==> src/rtl/serial_transceiver.sv <==
// UART-style transceiver: parity-capable transmitter, mid-bit sampling receiver
// and a first-word-fall-through receive FIFO carrying per-word error flags.
//
// state  | meaning (TX and RX share names; BREAK is RX only)
// IDLE   | line idle; TX accepts a character, RX waits for a low
// START  | start bit; RX resamples at half a bit to reject glitches
// DATA   | data bits, LSB first
// PARITY | parity bit (skipped when PARITY = 0)
// STOP   | stop bit(s); RX writes the word on the first stop sample
// BREAK  | RX saw a low stop bit, waits for the line to return high
module serial_transceiver #(
    parameter int DATA_BITS     = 8,
    parameter int CLKS_PER_BIT  = 16,
    parameter int PARITY        = 0,
    parameter int STOP_BITS     = 1,
    parameter int RX_FIFO_DEPTH = 4
) (
    input  logic                               clk,
    input  logic                               reset_n,
    input  logic [DATA_BITS-1:0]               tx_data,
    input  logic                               tx_valid,
    output logic                               tx_ready,
    output logic                               txd,
    input  logic                               rxd,
    output logic [DATA_BITS-1:0]               rx_data,
    output logic                               rx_valid,
    input  logic                               rx_read,
    output logic                               parity_err,
    output logic                               frame_err,
    output logic                               overrun,
    output logic [$clog2(RX_FIFO_DEPTH):0]     rx_count
);

    localparam int TW = $clog2(CLKS_PER_BIT);
    localparam int BW = $clog2(DATA_BITS);
    localparam int PW = $clog2(RX_FIFO_DEPTH);
    localparam logic [TW-1:0] T_BIT   = TW'(CLKS_PER_BIT - 1);
    localparam logic [TW-1:0] T_HALF  = TW'(CLKS_PER_BIT / 2 - 1);
    localparam logic [BW-1:0] B_LAST  = BW'(DATA_BITS - 1);
    localparam logic [PW:0]   FULL    = (PW + 1)'(RX_FIFO_DEPTH);
    localparam logic          ODD     = (PARITY == 2);
    localparam logic          HAS_PAR = (PARITY != 0);

    typedef enum logic [2:0] {
        TX_IDLE, TX_START, TX_DATA, TX_PARITY, TX_STOP
    } tx_state_t;

    typedef enum logic [2:0] {
        RX_IDLE, RX_START, RX_DATA, RX_PARITY, RX_STOP, RX_BREAK
    } rx_state_t;

    tx_state_t            tx_state, tx_state_nxt;
    logic [TW-1:0]        tx_timer;
    logic [BW-1:0]        tx_bit_cnt;
    logic                 tx_stop_cnt;
    logic [DATA_BITS-1:0] tx_shift;
    logic                 tx_par;
    logic                 tx_tc;
    logic                 tx_accept;

    assign tx_tc     = (tx_timer == '0);
    assign tx_accept = tx_valid && (tx_state == TX_IDLE);

    always_ff @(posedge clk or negedge reset_n) begin
        if (!reset_n) tx_state <= TX_IDLE;
        else          tx_state <= tx_state_nxt;
    end

    always_comb begin
        tx_state_nxt = tx_state;
        tx_ready     = 1'b0;
        txd          = 1'b1;
        case (tx_state)
            TX_IDLE: begin
                tx_ready = 1'b1;
                if (tx_valid) tx_state_nxt = TX_START;
            end
            TX_START: begin
                txd = 1'b0;
                if (tx_tc) tx_state_nxt = TX_DATA;
            end
            TX_DATA: begin
                txd = tx_shift[0];
                if (tx_tc && (tx_bit_cnt == '0))
                    tx_state_nxt = HAS_PAR ? TX_PARITY : TX_STOP;
            end
            TX_PARITY: begin
                txd = tx_par;
                if (tx_tc) tx_state_nxt = TX_STOP;
            end
            TX_STOP: begin
                if (tx_tc && !tx_stop_cnt) tx_state_nxt = TX_IDLE;
            end
            default: tx_state_nxt = TX_IDLE;
        endcase
    end

    // One down-counter times every bit; it reloads on terminal count.
    always_ff @(posedge clk or negedge reset_n) begin
        if (!reset_n) begin
            tx_timer    <= '0;
            tx_bit_cnt  <= '0;
            tx_stop_cnt <= 1'b0;
            tx_shift    <= '0;
            tx_par      <= 1'b0;
        end else if (tx_accept) begin
            tx_shift    <= tx_data;
            tx_par      <= (^tx_data) ^ ODD;
            tx_timer    <= T_BIT;
            tx_bit_cnt  <= B_LAST;
            tx_stop_cnt <= 1'(STOP_BITS - 1);
        end else if (tx_state != TX_IDLE) begin
            tx_timer <= tx_tc ? T_BIT : tx_timer - 1'b1;
            if (tx_tc && (tx_state == TX_DATA)) begin
                tx_shift   <= tx_shift >> 1;
                tx_bit_cnt <= tx_bit_cnt - 1'b1;
            end
            if (tx_tc && (tx_state == TX_STOP)) tx_stop_cnt <= 1'b0;
        end
    end

    rx_state_t            rx_state, rx_state_nxt;
    logic [1:0]           rx_sync;
    logic                 rxs;
    logic [TW-1:0]        rx_timer;
    logic [BW-1:0]        rx_bit_cnt;
    logic [DATA_BITS-1:0] rx_shift;
    logic                 rx_par_bit;
    logic                 rx_tc;
    logic                 fifo_wr;
    logic                 wr_perr;
    logic                 wr_ferr;

    assign rxs     = rx_sync[1];
    assign rx_tc   = (rx_timer == '0);
    assign wr_perr = HAS_PAR && ((^rx_shift) ^ rx_par_bit ^ ODD);
    assign wr_ferr = !rxs;

    always_ff @(posedge clk or negedge reset_n) begin
        if (!reset_n) begin
            rx_sync  <= 2'b11;
            rx_state <= RX_IDLE;
        end else begin
            rx_sync  <= {rx_sync[0], rxd};
            rx_state <= rx_state_nxt;
        end
    end

    always_comb begin
        rx_state_nxt = rx_state;
        fifo_wr      = 1'b0;
        case (rx_state)
            RX_IDLE:   if (!rxs) rx_state_nxt = RX_START;
            RX_START:  if (rx_tc) rx_state_nxt = rxs ? RX_IDLE : RX_DATA;
            RX_DATA: begin
                if (rx_tc && (rx_bit_cnt == '0))
                    rx_state_nxt = HAS_PAR ? RX_PARITY : RX_STOP;
            end
            RX_PARITY: if (rx_tc) rx_state_nxt = RX_STOP;
            RX_STOP: begin
                if (rx_tc) begin
                    fifo_wr      = 1'b1;
                    rx_state_nxt = rxs ? RX_IDLE : RX_BREAK;
                end
            end
            RX_BREAK:  if (rxs) rx_state_nxt = RX_IDLE;
            default:   rx_state_nxt = RX_IDLE;
        endcase
    end

    // IDLE keeps the timer primed with half a bit so START lands mid-bit.
    always_ff @(posedge clk or negedge reset_n) begin
        if (!reset_n) begin
            rx_timer   <= '0;
            rx_bit_cnt <= '0;
            rx_shift   <= '0;
            rx_par_bit <= 1'b0;
        end else if (rx_state == RX_IDLE) begin
            rx_timer   <= T_HALF;
            rx_bit_cnt <= B_LAST;
        end else if (rx_state != RX_BREAK) begin
            rx_timer <= rx_tc ? T_BIT : rx_timer - 1'b1;
            if (rx_tc && (rx_state == RX_DATA)) begin
                rx_shift   <= {rxs, rx_shift[DATA_BITS-1:1]};
                rx_bit_cnt <= rx_bit_cnt - 1'b1;
            end
            if (rx_tc && (rx_state == RX_PARITY)) rx_par_bit <= rxs;
        end
    end

    logic [DATA_BITS-1:0] fifo_data [RX_FIFO_DEPTH];
    logic                 fifo_perr [RX_FIFO_DEPTH];
    logic                 fifo_ferr [RX_FIFO_DEPTH];
    logic [PW-1:0]        wr_ptr, rd_ptr;
    logic [PW:0]          count;
    logic                 fifo_rd;
    logic                 fifo_wr_ok;

    assign fifo_rd    = rx_read && (count != '0);
    // A read in the same cycle frees the slot a full FIFO would otherwise refuse.
    assign fifo_wr_ok = fifo_wr && ((count != FULL) || fifo_rd);

    always_ff @(posedge clk or negedge reset_n) begin
        if (!reset_n) begin
            wr_ptr  <= '0;
            rd_ptr  <= '0;
            count   <= '0;
            overrun <= 1'b0;
        end else begin
            if (fifo_wr_ok) wr_ptr <= wr_ptr + 1'b1;
            if (fifo_rd)    rd_ptr <= rd_ptr + 1'b1;
            case ({fifo_wr_ok, fifo_rd})
                2'b10:   count <= count + 1'b1;
                2'b01:   count <= count - 1'b1;
                default: count <= count;
            endcase
            if (fifo_wr && !fifo_wr_ok) overrun <= 1'b1;
            else if (fifo_rd)           overrun <= 1'b0;
        end
    end

    always_ff @(posedge clk) begin
        if (fifo_wr_ok) begin
            fifo_data[wr_ptr] <= rx_shift;
            fifo_perr[wr_ptr] <= wr_perr;
            fifo_ferr[wr_ptr] <= wr_ferr;
        end
    end

    assign rx_valid   = (count != '0);
    assign rx_count   = count;
    assign rx_data    = rx_valid ? fifo_data[rd_ptr] : '0;
    assign parity_err = rx_valid && fifo_perr[rd_ptr];
    assign frame_err  = rx_valid && fifo_ferr[rd_ptr];

endmodule

==> config.mk <==
export PLATFORM = sky130hd
export DESIGN_NAME = serial_transceiver
export DESIGN_NICKNAME = d
export VERILOG_FILES = /design/src/rtl/serial_transceiver.sv
export SDC_FILE = /design/constraint.sdc
export NUM_CORES = 1
export LEC_CHECK = 0
export ABC_CLOCK_PERIOD_IN_PS = 3500
export CORE_MARGIN = 2
export CORE_UTILIZATION = 45
export CTS_CLUSTER_SIZE = 12
export DETAILED_ROUTE_END_ITERATION = 7
export PLACE_DENSITY_LB_ADDON = 0.1
export SLEW_MARGIN = 10
export SYNTH_ARGS = -nofsm -noshare
export SYNTH_HDL_FRONTEND = slang
export SYNTH_SLANG_ARGS = --single-unit
==> constraint.sdc <==
create_clock -name clk -period 3.5 [get_ports clk]
set_clock_uncertainty 0.2 [all_clocks]
set_input_delay 0.35 -clock clk [delete_from_list [all_inputs] [get_ports clk]]
set_output_delay 0.35 -clock clk [all_outputs]
set_load 0.1 [all_outputs]
==> metrics.cfg <==
[run_status]
status=finished, violations left
violations=hold timing

[setup_path]
end_kind=register
critPathArrivalTime_ns=2.54
critPathTopFamily=simple AND/OR/NAND/NOR gates
crit_buf_inv=1
start_kind=register
max_stage_delay_ns=0.52
crit_required_ns=3.30
path_cells=inv_1 -> ha_1 -> or3b_2 -> nor3_2 -> and2_1
path_depth=5
path_class=register to register
r2r_cells=5
slowest_stage=or3b_2
path_max_fanout=9

[clocking]
postCtsHoldBufs=0
htreeDepth=3
clkLatencyLatePin_ns=0.35
cts_buffers=9
cts-root-buf=clkbuf_8
postCtsSetupBuffers=0
cts_tree=yes
cts_max_path_buffers=2
clkTransAtPathRegs_ns=0.09
clock_sinks=83
cts_resized=0

[floorplan]
core_area_um2=8300
start_util_pct=46.9
fp.dieH_um=97.0
io_pins=30
rows=33
die_x_um=97.0
die_area_um2=9410

[synth]
synth_top_area_cell=dfrtp_1
syn_inst=316
synth.area.top_cells=dfrtp_1 29%, edfxtp_1 28%, mux4_2 5.2%
ys_ff_latch=83
syn_area_um2=3890
yosys.cell_count.top_type=dfrtp_1
synth_edf_count=36
syn_area_per_cell_um2=12.3
yosys-top-cells-count=45 x dfrtp_1, 36 x edfxtp_1, 27 x nand2_1
syn_nets=340
ys.flop_type=dfrtp_1
synth_top_area_share_pct=28.9
yosysWarnings=0
synthArstFlopShare_pct=56.6
seq_area_frac_synth_pct=58.1
synthDistinctLibCells=56

[sta]
timing.fmax_ghz=0.364
finalMaxSlewViolations=0
layout_setup_ws_ns=0.754
worst_pin_slew_ns=1.04
rsz0062_at_grt=no
setup-violations-final=0
fin_hold_ws_ns=-0.0263
min_period_over_period_pct=78.5
fin_crit_ns=2.75
hold_violations=38
fin_setup_tns_ns=0
slew_headroom_pct=30.5

[grt]
overflow=0
antenna_found_initial=0
grt_pass1_wl_mm=11.1
grt_use_total_pct=14.5
grt_pass1_vias=2296
grt_start_max_net_pins=48

[layout]
drive_gt1_share_pct=16.7
synthToLayoutAreaGrowth_pct=12.8
final_area_um2=4390
nNetsFinal=366
nFillCells=725
antenna_cells=0

[routing]
drtPass1Iterations=4
wl_per_cell_um=14.0
viasPerCell=5.21
routed_wl_mm=6.31
wl_met2_mm=2.84
met1Wirelength_mm=3.17
drc=0
dr.max_layer_used=met4
postRouteAntennaNets=0
vias=2355
drtIter0Drc=53
dr_wl_met3_um=205

[run]
maxCapViolations=0

[power_and_ir_drop]
power_leakage_nw=1.83
powerDensity_nw_per_um2=833
ir_drop_mv=0.348

[placement]
port-buffer-count=28
placed_cell_area_um2=4210
gp_congestion=0.764
dpl.hpwl_mm=4.29
dp_slack_ns=0.717

[min_path]
hp-class=primary input to asynchronous set/reset pin

[power breakdown]
group / switching [mW] / leakage, nW / internal (mW)
Combinational: 1.06 / 0.822 / 0.526
Sequential: 0.245 / 0.920 / 1.18
Clock: 0.371 / 0.0886 / 0.269
[registers in the layout (all words and copies together), names as in the netlist, 3 cells and up]
register	cells
tx_bit_cnt	3
tx_state	3
rx_timer	4
rx_count	3
tx_shift	8
rx_bit_cnt	3
rx_state	3
fifo_ferr	4
rx_shift	8
fifo_data	32
tx_timer	4
[path summary, 6_finish.rpt]
path / start / to / slack, ns
min reg2reg: rx_sync[0] / rx_sync[1] / 0.17
max: rx_timer[0] / fifo_data[1][6] / 0.75
max reg2reg: rx_timer[0] / fifo_data[1][6] / 0.75
max in group asynchronous: reset_n / tx_shift[5] / 2.47
min in group clk: rx_sync[0] / rx_sync[1] / 0.17
min: reset_n / tx_timer[1] / -0.03
[metal layers]
| layer | vias up | track usage [%] |
|---|---|---|
| met4 | 0 | 6.18 |
| met2 | 37 | 20.8 |
| met1 | 1128 | 20.9 |
| met3 | 7 | 3.54 |
| met5 | - | 0 |
| li1 | 1183 | - |
[placed cells by master, fill, tap and decap left out, types with 2 or more instances in the layout]
master           synthesis  layout
ha_1                    10      10
clkbuf_8                 0       9
a22oi_1                  3       3
mux2_2                   8       8
nor2_1                  18      18
xnor2_1                 11      11
a21oi_1                  9       9
mux2i_1                  8       8
o21ai_0                 14      14
clkinvlp_4               0       2
clkdlybuf4s50_1          0      15
a32o_1                   2       2
nor3b_1                  2       2
o41ai_1                  3       3
nor2b_1                 13      13
a31oi_1                  4       4
or3_1                    2       2
nor3_1                   6       6
o31ai_1                  3       3
or3b_2                   2       2
nand2b_1                 5       5
nand3_1                  6       6
mux4_2                   9       9
inv_1                   18      18
edfxtp_1                36      36
nand2_1                 27      27
inv_6                    0       3
and2_1                   4       4
dfstp_2                  2       2
dfrtp_1                 45      45
o21ai_1                  6       6
buf_4                    2      14
[cell type report]
| type | instances | area (µm²) | area share [%] |
|---|---|---|---|
| clock buffers | 9 | 124 | 2.82 |
| clock inverters | 7 | 57.6 | 1.31 |
| inverters | 18 | 67.6 | 1.54 |
| multi-input cells | 200 | 1490 | 33.9 |
| flip-flops and latches | 83 | 2260 | 51.5 |
| well taps | 105 | 131 | 2.99 |
| repair buffers | 30 | 260 | 5.93 |
[per-stage QoR]
step | cells | power [mW] | util, %
final | 452 | 3.66 | 52.9
after CTS | 452 | 3.69 | 52.9
after global routing | 452 | 3.89 | 52.9
after floorplan | 316 | 2.73 | -
after detailed placement | 436 | 3.05 | 50.7
after global placement | 436 | 3.03 | 50.7
[kinds of logic (layout without fill, tap and decap cells)]
family	Yosys count	count (layout)	share of synthesized area, %
simple gates	95	95	12.8
flops	83	83	58.1
compound gates	56	56	9.29
buf+inv	33	64	3.70
mux	25	25	9.58
xor+xnor	12	12	2.70
fa+ha+maj	11	11	3.73
other cells	1	1	0.0964
[worst reg2reg max path: stages (launching register included)]
cell     delay [ns]
dfrtp_1        0.42
inv_1          0.09
ha_1           0.21
or3b_2         0.52
nor3_2         0.47
and2_1         0.49
(Power assumes the default switching activity.)
==> RTL edit (config.mk and constraints unchanged) <==
`PARITY`: 0 -> 1. Comments in the files are not updated.
--- a/src/rtl/serial_transceiver.sv
+++ b/src/rtl/serial_transceiver.sv
@@ -11,7 +11,7 @@
 module serial_transceiver #(
     parameter int DATA_BITS     = 8,
     parameter int CLKS_PER_BIT  = 16,
-    parameter int PARITY        = 0,
+    parameter int PARITY        = 1,
     parameter int STOP_BITS     = 1,
     parameter int RX_FIFO_DEPTH = 4
 ) (
Behaviour: same outputs for any inputs over 10 cycles, from zero or initial values and one cycle with reset_n low; that may be too few to reach the edited logic, so the function may still have changed.
==> RTL edit against the unedited design <==
Total power grew 8.3%; worst setup slack worse by 180 ps; count of clock-buffer cells in the layout rose by 1; synthesized area increased by 5.1%; final area increased by 5.2%; register-to-register slack got worse by 110 ps; sequential cell count increased by 5; critical path depth decreased by 3; wire length rose by 6.3%.
==> RTL edit: results (changes against the unedited design) <==
Clock network
  • Clock Tree Buf Depth: 2 (unchanged)
  • Post-CTS sizing: 0 (unchanged)
  • Number of H-tree levels: 3 (unchanged)
  • Clock buffer count from CTS: 9 (unchanged)
  • Worst-path clk slew: 90 ps (about the same)
  • Worst-Skew Late Latency: 350 ps (about the same)
  • Post-CTS setup buffers: 0 (unchanged)
  • Post-cts hold buffer count: 1 (+1)
  • Clock Tree Root: clkbuf_8

Yosys
  • Dominant cells by area after synthesis: edfxtp_1 (29%), dfrtp_1 (28%), mux4_2 (5.5%)
  • Post-synthesis mux area share: 0.07678 (-0.01904)
  • Async SR Flop Fraction: 0.5455 (-0.02081)
  • Post-synthesis compound-gate area fraction: 0.07372 (-0.01920)
  • XOR/XNOR share of the synthesized area: 0.05139 (+0.02438)
  • Sequential fraction of the synthesis area: 0.5879 (+0.007240)
  • Unique cell type count in the Yosys netlist: 49 (-13%)
  • EDFF count, synth: 40 (+11%)
  • Post-synth top flop: dfrtp_1
  • Net Count, Synth: 355 (+4.4%)
  • Ys Warns: 0 (unchanged)
  • Post-synth top cells: dfrtp_1 (46), edfxtp_1 (40), nand2_1 (31)
  • Adder-cell share of the synthesized area: 0.03854 (+0.001245)

Global routing
  • GRT met1 Usage: 0.2082 (-0.001039)
  • Initial antenna violation count: 0 (unchanged)
  • GR peak layer: met2
  • GR Util met2: 0.2323 (+0.02400)
  • Largest net degree at the start of global routing: 37 (-23%)
  • Remaining global-route overflow: 0 (unchanged)
  • Met3 Resource Use GR: 0.03233 (-0.003079)
  • First-pass GRT wire length: 11560 um (+4.5%)
  • GRT Util Overall: 0.1500 (+0.005420)

Flow run
  • Maxcap violations: 0 (unchanged)

Place
  • Routability congestion estimate: 0.7745 (+1.4%)
  • Port Buffers: 29 (+3.6%)
  • Placed standard-cell area: 0.004413 sq mm (+4.9%)
  • Dpl hpwl: 4630 um (+7.9%)

Cells and area
  • Layout cells sized above 1: 0.1621 (-0.005059)
  • Regs by FF count: fifo_data x32, rx_shift x8, tx_shift x8
  • N_diodes: 0 (unchanged)
  • Total Nets Final: 384 (+4.9%)

Worst setup path
  • Cell family with most CP delay: buffers and inverters
  • CP max FO: 12 (+3)
  • Worst endpoint data arrival time: 2380 ps (-160 ps)
  • Crit-path max cell delay: 1030 ps (+510 ps)
  • Critical path's slowest cell: clkdlybuf4s50_1

Routing
  • WL met2: 3013 um (+6.1%)
  • Metal-1 WL: 3379 um (+6.5%)
  • Antenna viol nets, final: 0 (unchanged)
  • Via count: 2447 (+3.9%)
  • Top Layer Used: met4
  • Post-Route WL: 6712 um (+6.3%)
  • DR WL met3: 197 um (-3.9%)
  • Drt pass-1 iters: 4 (unchanged)
  • Iteration-0 DRC Markers: 52 (-1.9%)

Pwr
  • Lkg Pwr: 1.905 nW (+4.0%)
  • Max IR drop VDD: 451.2 uV (+30%)

Run status
  • Outcome: completed

Timing
  • Slew headroom: 0.3406 (+0.03586)

Min path
  • Min-delay worst type: reg2reg
[RTL edit: cell types whose count changed after synthesis, moves of 5 or more]
cell / before / now
a21oi_1: 9 / 26
and2_1: 4 / 14
mux2i_1: 8 / 1
nor2b_1: 13 / 2
o21ai_1: 6 / 1
xnor2_1: 11 / 19
[RTL edit: through the flow]
step	power, mW	instances	setup slack [ps]
global route	4.196	472	371.4
floorplan	2.956	330	402.9
finish	3.962	472	569.4
detailed placement	3.299	455	560.8
global placement	3.274	455	646.5
CTS	4.006	472	530.9
[RTL edit: final timing paths]
| check | depth (start not counted) | from | endpoint | slack [ps] |
|---|---|---|---|---|
| max | 2 | rx_count[1]$_DFFE_PN0P_ | rx_valid | 570 |
| min | 0 | rx_sync[0]$_DFF_PN1_ | rx_sync[1]$_DFF_PN1_ | 170 |
| max reg2reg | 11 | rx_timer[0]$_DFFE_PN0P_ | rx_count[2]$_DFFE_PN0P_ | 640 |
| min reg2reg | 0 | rx_sync[0]$_DFF_PN1_ | rx_sync[1]$_DFF_PN1_ | 170 |
| max in group asynchronous | 3 | reset_n | rx_par_bit$_DFFE_PN0P_ | 1990 |
| min in group asynchronous | 2 | reset_n | tx_state[2]$_DFFE_PN0P_ | 420 |
[RTL edit: power by group]
part | leakage (nW) | switching, mW | internal (mW)
Clock | 0.0933 | 0.366 | 0.334
Sequential | 0.955 | 0.227 | 1.27
Combinational | 0.856 | 1.21 | 0.561
[RTL edit: cell type report]
type	instances	area (sq um)
Clock buffer	10	127.6
Clock inverter	6	67.56
Fill cell	776	4145
Inverter	22	82.58
Multi-Input combinational cell	207	1528
Sequential cell	88	2405
Tap cell	108	135.1
Timing Repair Buffer	31	272.8
